### src/rtl/regfile_writeback_ctrl.sv
// Write-side controller for the 32x32 register file: arbitrates ALU/load results into a FIFO,
// drains one entry per cycle onto the write port and tracks pending destinations in a scoreboard.
module regfile_writeback_ctrl #(
    parameter int DEPTH = 4,
    parameter int XLEN  = 32
) (
    input  logic                     clk,
    input  logic                     reset,
    input  logic                     alu_valid,
    output logic                     alu_ready,
    input  logic [4:0]               alu_rd,
    input  logic [XLEN-1:0]          alu_data,
    input  logic                     mem_valid,
    output logic                     mem_ready,
    input  logic [4:0]               mem_rd,
    input  logic [XLEN-1:0]          mem_data,
    input  logic                     issue_valid,
    input  logic [4:0]               issue_rd,
    output logic [31:0]              busy,
    output logic                     err_waw,
    output logic [$clog2(DEPTH):0]   count,
    output logic                     RegWrite,
    output logic                     flag,
    output logic [4:0]               Write_Reg_Num,
    output logic [XLEN-1:0]          WriteData
);

    localparam int PW = $clog2(DEPTH);
    localparam logic [PW:0] FULL_COUNT = (PW+1)'(DEPTH);

    typedef struct packed {
        logic [4:0]      rd;
        logic [XLEN-1:0] data;
    } entry_t;

    entry_t        fifo [DEPTH];
    entry_t        push_entry;
    entry_t        head;
    logic [PW-1:0] wr_ptr;
    logic [PW-1:0] rd_ptr;
    logic          full;
    logic          mem_fire;
    logic          alu_fire;
    logic          push;
    logic          pop;
    logic          waw;
    logic [31:0]   busy_next;

    assign full      = (count == FULL_COUNT);
    assign mem_ready = !full;
    assign alu_ready = !full && !mem_valid;
    assign mem_fire  = mem_valid && mem_ready;
    assign alu_fire  = alu_valid && alu_ready;
    assign pop       = (count != '0);
    assign head      = fifo[rd_ptr];
    assign waw       = issue_valid && (issue_rd != 5'd0) && busy[issue_rd];

    // Loads win arbitration; writes to r0 finish the handshake but never occupy a slot.
    always_comb begin
        push_entry = '0;
        push       = 1'b0;
        if (mem_fire) begin
            push_entry = '{rd: mem_rd, data: mem_data};
            push       = (mem_rd != 5'd0);
        end else if (alu_fire) begin
            push_entry = '{rd: alu_rd, data: alu_data};
            push       = (alu_rd != 5'd0);
        end
    end

    // The clear from a retiring write is applied first so a same-edge reissue keeps the bit set.
    always_comb begin
        busy_next = busy;
        if (pop) begin
            busy_next[head.rd] = 1'b0;
        end
        if (issue_valid && (issue_rd != 5'd0)) begin
            busy_next[issue_rd] = 1'b1;
        end
        busy_next[0] = 1'b0;
    end

    always_ff @(posedge clk) begin
        if (push) begin
            fifo[wr_ptr] <= push_entry;
        end
    end

    always_ff @(posedge clk) begin
        if (reset) begin
            wr_ptr        <= '0;
            rd_ptr        <= '0;
            count         <= '0;
            busy          <= '0;
            err_waw       <= 1'b0;
            RegWrite      <= 1'b0;
            flag          <= 1'b0;
            Write_Reg_Num <= '0;
            WriteData     <= '0;
        end else begin
            if (push) begin
                wr_ptr <= wr_ptr + 1'b1;
            end
            if (pop) begin
                rd_ptr        <= rd_ptr + 1'b1;
                RegWrite      <= 1'b1;
                flag          <= 1'b1;
                Write_Reg_Num <= head.rd;
                WriteData     <= head.data;
            end else begin
                RegWrite <= 1'b0;
                flag     <= 1'b0;
            end
            case ({push, pop})
                2'b10:   count <= count + 1'b1;
                2'b01:   count <= count - 1'b1;
                default: count <= count;
            endcase
            busy <= busy_next;
            if (waw) begin
                err_waw <= 1'b1;
            end
        end
    end

endmodule

### config.mk
export PLATFORM = sky130hd
export DESIGN_NAME = regfile_writeback_ctrl
export DESIGN_NICKNAME = d
export VERILOG_FILES = /design/src/rtl/regfile_writeback_ctrl.sv
export SDC_FILE = /design/constraint.sdc
export NUM_CORES = 1
export LEC_CHECK = 0
export BUFFER_PORTS_ARGS = -buffer_cell sky130_fd_sc_hd__buf_2
export CAP_MARGIN = 30
export CORE_UTILIZATION = 60
export DETAILED_ROUTE_END_ITERATION = 8
export GPL_ROUTABILITY_DRIVEN = 0
export PLACE_DENSITY = 0.83
export SLEW_MARGIN = 10
export SYNTH_ARGS = -nofsm -noshare
export SYNTH_HDL_FRONTEND = slang
export SYNTH_SLANG_ARGS = --single-unit
### constraint.sdc
create_clock -name clk -period 4.9 [get_ports clk]
set_input_delay 0 -clock clk [delete_from_list [all_inputs] [get_ports clk]]
set_output_delay 0 -clock clk [all_outputs]
set_load 0.02 [all_outputs]
==> results summary, run 1 <==
The run finished, with violations left. The checks that failed: design-rule violations. Leaving out fill and tap cells, the most frequent cells in the layout are 159 x buf_2, 148 x edfxtp_1, 115 x nand2_1, 77 x dfxtp_1, 77 x dlygate4sd3_1. Setup repair after global routing left no endpoint under its margin.

The final worst clock skew came out at 0.008181 ns. The average via count per standard cell came out at 6.162. Of the total power, combinational logic draws 0.321. The initial antenna violation count came to 0. The slew of the pin with the lowest slew margin is 0.8539 ns. The area after detailed placement came out at 9937 sq um.

For this configuration, the core starts out at a cell density of 0.6177. The region available for standard cell placement spans 14640 sq um. In this run the most critical hold path is launched from issue_rd[4]. Of the post-synthesis cell area, the part taken by muxes is 0.1141. The ratio of cells with drive above 1 in the final layout came out at 0.2894. The number of detailed-routing iterations run before antenna repair is 7. The length in cells of the worst reg-to-reg path came out at 11. The cell sitting at the root of the clock tree is a clkbuf_16. The number of design-rule violations left by the first detailed-router iteration came out at 743. The internal portion of the total power is 4.178 mW. The per-cell routed wire length came out at 22.44 microns.

The first-pass GRT wire length came out at 36000 microns. The simple-gate portion of the synthesized area came out at 0.08285. The max-slew violation count is 0. The die height is 124.8 microns. The clock network fraction of design power came out at 0.258. The net switching fraction of the power is 0.3401.

The net switching power figure is 2.154 mW. At the worst endpoint, the required time is 5.32 ns. The number of global-route vias before repair came out at 6655. Static timing analysis puts the maximum clock frequency at 292.1 MHz.

The total routed wirelength came out at 24370 microns. During placement, the flow inserted port buffers numbering 159. The floorplan step defined a die boundary enclosing 15570 sq um. The worst hold path was traced through 5 stages. The most common library cell in the layout ignoring fill and taps is buf_2. The buffer depth of the longest clock path is 3.

The number of enable flip-flop cells after synthesis is 148. The register-to-register setup slack is 1.48 ns. The maximum resistive drop on vdd is 0.0003927 V. The number of warnings reported in the yosys synthesis log came out at 0. In this run the horizontal extent of the chip is 124.8 microns. For this run, the post-layout net count is 976.

The number of endpoints with negative hold slack in the final report is 0. After clock tree synthesis, the clock-pin slew on the worst setup and hold paths is 0.07 ns. The mean instance size in the synthesized netlist is 13.75 sq um. The post-route standard cell area excluding fillers is 11530 sq um. The worst setup path is launched from a flip-flop. The floorplan row count came out at 44. In this run the number of H-tree levels came out at 1. After synthesis, the largest family of logic cells by area is multiplexers. The synthesized netlist occupies a cell area of 9046 sq um. Post-CTS repair changed the size of 0 cells. The total power density per cell area is 549.3 nW/um^2. The remaining global-route overflow came out at 0.

The critical-path maximum fanout is 38. The worst reg2reg path endpoint is count[2]. For this run, asynchronously set or reset flops after synthesis account for 0. The number of distinct library cell variants in the gate-level netlist after synthesis came out at 39. The synthesis-to-layout area growth came out at 27.43%. The maximum number of pins on one net before global-route repair came out at 79. In this run the remaining antenna-violating nets after routing total 0. The post-synthesis register bit count is 227. The clock sink total is 227.

The multi-input combinational cell area is 2815 sq um. After detailed routing, the number of remaining DRC violations is 26. The worst slew margin relative to its limit came out at 0.4307. Across the whole layout, storage elements account for 6028 sq um. The share of power burned in registers is 0.420.

The number of diodes is 0. The post-synth net total is 748. The final number of setup-violating endpoints is 0.

The number of top-level pins came out at 161. The share of the synthesized area in compound gates (AO/OA/AOI/OAI) came out at 0.09834. The worst register-to-register path begins at count[2]. The layout has 804 filler cells. The part of the Yosys area used for sequential elements came out at 0.6661. The arrival time of data at the critical path endpoint came out at 3.85 ns. The synthesized-area fraction occupied by adder cells came out at 0.009129.

In this run the static leakage power is 4.388 nW. The worst hold path belongs to the class input port to flip-flop. The half-perimeter wire length after placement came out at 12370 microns. In the global route stage, overall resource usage came out at 0.3026. The nature of the critical path endpoint is a flip-flop. The final critical path time including I/O delays and setup is 3.424 ns.

The clock insertion delay at the later pin of the skew report is 0.50 ns. The setup total negative slack is 0 ns. The ratio of final minimum period to clock period is 0.6987. Max-cap violations in this run came to 0. The clock buffer count from CTS came out at 23.

The setup path with the least slack is of type flip-flop to flip-flop. In the synthesized netlist the dominant register cell turns out to be edfxtp_1. The total number of vias came out at 6692. The gate count of the mapped netlist is 658. The post-synthesis share of cell area spent on xor and xnor gates came out at 0.003873.

TritonCTS built the clock tree. The worst hold endpoint is busy[24].
power groups by stage:
stage                     logic (mW)  registers, mW  clock network, mW
after floorplan                 1.13           2.79                  0
after CTS                       1.87           2.69               1.63
after global placement          1.70           2.68                  0
final                           2.03           2.66               1.64
after detailed placement        1.75           2.71                  0
after global routing            2.16           2.69               1.71
registers in the layout (all words and copies together), names as in the netlist, named ones only:
signal / cells
fifo: 148
WriteData: 32
busy: 31
Write_Reg_Num: 5
count: 3
rd_ptr: 2
wr_ptr: 2
err_waw: 1
flag: 1
timing repair:
item / in CTS / in global routing
hold endpoints to repair: 168 / 0
hold buffers: 77 / 0
setup buffers: 0 / 0
per-layer routing:
layer | share of wire | wire length, microns | up-vias | track usage
met5 | 0 | 0 | - | 0
met1 | 0.37 | 9111 | 3282 | 0.3742
li1 | - | - | 2911 | -
met3 | 0.075 | 1837 | 69 | 0.04081
met2 | 0.51 | 12530 | 430 | 0.5340
met4 | 0.037 | 892 | 0 | 0.1322
cell families after synthesis:
logic type	Yosys count
other	1
XOR/XNOR	4
buffers and inverters	52
flip-flops	227
adder cells (fa/ha/maj)	6
AO/OA/AOI/OAI	147
multiplexers	49
AND/OR/NAND/NOR	172
cell usage after synthesis, types with 2 or more instances:
library cell,instances,area [sq um]
a21oi_1,72,360.4
a22o_1,38,332.8
and2_1,5,31.28
buf_1,4,15.01
buf_2,10,50.05
buf_4,3,22.52
clkbuf_1,25,93.84
dfxtp_1,79,1582
edfxtp_1,148,4444
ha_1,5,62.56
inv_1,8,30.03
mux2_2,3,33.78
mux2i_1,3,30.03
mux4_2,43,968.4
nand2_1,115,431.7
nand2b_1,5,31.28
nand3_1,2,10.01
nand3b_1,2,15.01
nor2_1,20,75.07
nor2b_1,5,31.28
nor3_1,5,25.02
nor3b_1,6,45.04
o21ai_0,22,110.1
o21ai_1,11,55.05
or2_1,2,12.51
or3_4,2,22.52
xor2_1,3,26.28
per-stage QoR:
stage	power [mW]	cells	hold WS [ns]	worst slack [ns]	util
after floorplan	3.916	658	0.07979	2.408	-
after global placement	4.377	962	0.2990	1.947	0.6786
after detailed placement	4.465	962	0.3019	1.804	0.6786
after CTS	6.193	1080	0.003681	1.762	0.7785
after global routing	6.567	1086	0.07687	1.301	0.7872
final	6.332	1086	0.02394	1.476	0.7872
worst max-delay path, stage by stage (launching register included):
cell     delay, ns
dfxtp_1       0.40
nor3b_1       0.69
nor3b_2       0.11
buf_4         0.30
a22o_1        0.37
inv_1         0.10
ha_1          0.21
inv_1         0.09
fa_1          0.39
xor2_1        0.17
or3_1         0.33
a21oi_1       0.17
worst max-delay path by stage:
stage / startpoint / end / depth (start not counted)
final: count[2] / count[2] / 11
after CTS: count[2] / count[2] / 11
after floorplan: count[2] / count[2] / 10
after global routing: count[2] / count[2] / 11
after detailed placement: count[2] / count[2] / 11
after global placement: count[2] / count[2] / 11
area by class of cell:
class / count / area share
clock buffers: 29 / 0.05188
flip-flops and latches: 227 / 0.5230
inverters: 8 / 0.002605
clock inverters: 12 / 0.008141
well taps: 184 / 0.01997
multi-input cells: 379 / 0.2442
repair buffers: 247 / 0.1502
(Power assumes the default switching activity.)
==> run 2, diff against run 1 <==
- CORE_UTILIZATION: 60 -> 56
- PLACE_DENSITY: 0.83 -> 0.78
- clock period: 4.9 -> 3.46 ns (I/O delays scaled with it)
==> run 2 against run 1 <==
Against the previous run:
- the run now ends clean
- sequential cell count is the same
- clock power up 48%
- largest power group unchanged
- core utilization is 5.2 points lower
- sequential share of layout area decreased by 0.46 points
- global-route usage fell by 5.0 points
- register-to-register slack worse by 0.99 ns
==> results summary, run 2 (synthesis results as in run 1) <==
The per-cell routed wire length came out at 19.00 microns (-15%). The number of diodes was 0 (unchanged). The met1 capacity usage during global routing came out at 0.3217 (-0.05247).

The residual DRC count is 0 (-100%). The final worst clock skew came out at 0.009632 ns (+0.001451 ns). The flow ran to the end, and the final reports show no timing, DRC or antenna violations. TritonCTS built the clock tree. The horizontal die dimension is 129.1 microns (+3.4%). The ratio of cells with drive above 1 in the final layout came out at 0.2914 (+0.002034). The floorplan row count is 46 (+4.5%). The first-pass GRT wire length is 32140 microns (-11%). The maximum resistive drop on vdd is 0.0004987 V (+27%).

The number of top-level pins was 161 (unchanged). The total power density per cell area is 768.8 nW/um^2 (+40%). The largest registers in the layout are fifo: 148 flops, WriteData: 32 flops, busy: 31 flops. The layout net count is 979 (+0.31%).

The die height is 129.1 microns (+3.4%). Leaving out fill and tap cells, the most frequent cell in the layout is buf_2. Relative to the synthesized area, the layout overhead comes to 28.55%. The number of global-route vias before repair is 6171 (-7.3%). The critical-path maximum fanout is 7 (-82%). The top achievable clock speed came out at 336.1 MHz (+15%). The non-filler instance count after layout is 1122 (+3.3%). The total leakage power is 4.433 nW (+1.0%). The initial core utilization was 0.5715 (-0.04620). The number of design-rule violations left by the first detailed-router iteration is 577 (-22%).

The average via count per standard cell is 5.748 (-6.7%). The maximum number of pins on one net before global-route repair is 42 (-47%). The post-placement setup slack is 0.5744 ns (-1.229 ns). The met3 routing resource usage after global routing is 0.04253 (+0.001719). The cell at the root of the clock tree is clkbuf_16.

The total of max-cap violations is 0 (unchanged). The ratio of final minimum period to clock period is 0.8599 (+0.1612). The number of endpoints with negative hold slack in the final report came out at 0 (unchanged). The count of buffers inserted at the top-level ports came out at 159 (unchanged).

The library cells used most frequently in the layout, excluding fill and tap cells, are 159 x buf_2, 148 x edfxtp_1, 115 x nand2_1, 79 x dlygate4sd3_1, 77 x dfxtp_1. The worst slew margin relative to its limit is 0.5044 (+0.07365). The worst stage delay on the critical path came out at 0.63 ns (-0.06 ns). The critical path data required time came out at 3.89 ns (-1.43 ns). The core area came out at 15830 sq um (+8.1%).

The signal on the critical path passes through nor3b_1 -> nor3b_2 -> a22o_1 -> inv_1 -> ha_1 -> inv_1 -> fa_1 -> xor2_1 -> or3_1 -> a21oi_1. The buffer depth of the longest clock path came out at 3 (unchanged). The number of detailed-routing iterations run before antenna repair is 5 (-2).

The clock input transition at the sequential cells of the worst setup and hold paths is 0.06 ns (about the same). The clock sink total came out at 227 (unchanged). STA classifies the critical path startpoint as a flip-flop.

The arrival time of data at the critical path endpoint is 3.41 ns (-0.44 ns). For this design, the slowest cell found on the critical path is nor3b_1. The area enclosed by the die boundary is 16670 sq um (+7.0%). The slew of the pin with the lowest slew margin was 0.7419 ns (-0.1120 ns). The post-CTS resize count is 0 (unchanged). The utilization after layout is 0.7347 (-0.05246). The register-to-register setup slack is 0.48 ns (-0.99 ns). The nature of the critical path endpoint is a flip-flop. The combined global-route utilization of all metal layers came out at 0.2528 (-0.04974). The fill cell total of the finished layout is 956 (+19%). Setup repair after global routing left no endpoint under its margin. The remaining number of nets flagged by the antenna check after routing came to 0 (unchanged). The number of buffers inserted by hold repair at cts came out at 79 (+2.6%). The count of placed standard cells including taps is 997 (+3.6%). In this run the most used layer during global routing was met2. In this run the worst hold path is classified as input port to flip-flop. The post-layout worst setup margin is 0.4849 ns (-0.9915 ns).

The maximum level of the CTS H-tree came out at 1 (unchanged). The post-CTS setup-driven buffer insertion count came out at 0 (unchanged). The worst hold slack is 0.03303 ns (+0.009088 ns). The setup total negative slack is 0 ns (unchanged). The worst setup path is of the flip-flop to flip-flop kind. The clock buffer count from CTS came to 23 (unchanged). The final critical path time including I/O delays and setup is 2.975 ns (-0.4485 ns). The max-slew violation count is 0 (unchanged).

The final number of setup-violating endpoints came out at 0 (unchanged). The remaining global-route overflow is 0 (unchanged). The number of flip-flops under the largest register name is 148 (unchanged).

The routing usage on met2 is 0.4426 (-0.09143). The half-perimeter wire length after placement was 12570 microns (+1.7%). The cell repeated most along the worst path is inv_1. The clock insertion delay at the later pin of the skew report came to 0.50 ns (about the same). The initial antenna violation count came out at 0 (unchanged). The total routed wirelength is 21320 microns (-13%). fifo holds more flip-flops than any other register.

The total number of vias came out at 6449 (-3.6%).
## run 2: cell count changes in the layout (fill, tap and decap cells not counted), sizes merged
cell,before,now
buf,170,171
bufinv,1,2
clkbuf,29,31
clkinv,6,7
clkinvlp,5,2
dlygate4sd3,77,79
## run 2: cell type report
cell class                      instances  area [sq um]  share of cell area
Tap cell                              216         270.3             0.02324
Clock inverter                         11         112.6            0.009684
Clock buffer                           31         625.6             0.05380
Timing Repair Buffer                  250          1747              0.1502
Multi-Input combinational cell        379          2815              0.2421
Inverter                                8         30.03            0.002582
Sequential cell                       227          6028              0.5184
## run 2: layer usage
layer / wire length (microns) / up-vias
li1: - / 2921
met1: 8304 / 3145
met2: 10820 / 343
met3: 1735 / 40
met4: 456 / 0
met5: 0 / -
## run 2: power breakdown
group | leakage (nW) | switching, mW | internal (mW)
Combinational | 2.04 | 1.63 | 1.10
Sequential | 2.03 | 0.295 | 3.49
Clock | 0.359 | 1.01 | 1.42
Total | 4.43 | 2.93 | 6.01
## run 2: worst max-delay path, delay by kind of cell (launching register included)
family | cells | cell delay [ns]
and+or+nand+nor | 3 | 1.08
adders and majority gates | 2 | 0.57
AOI/OAI and AO/OA | 2 | 0.49
DFF | 1 | 0.41
buffers and inverters | 2 | 0.18
xor gates and xnor gates | 1 | 0.17
## run 2: per-stage QoR
stage               cell area, sq um  power, mW
floorplan                       9046      5.545
global placement                9992      6.223
detailed placement             10010      6.356
CTS                            11540      8.885
global route                   11630      9.321
finish                         11630      8.940
## run 2: worst paths after layout
kind                                   start            to  depth (start not counted)
worst max register to register      count[2]      count[2]                         10
worst min-delay path             issue_rd[2]      busy[28]                          5
worst max-delay path                count[2]      count[2]                         10
worst min register to register  WriteData[7]  WriteData[7]                          2
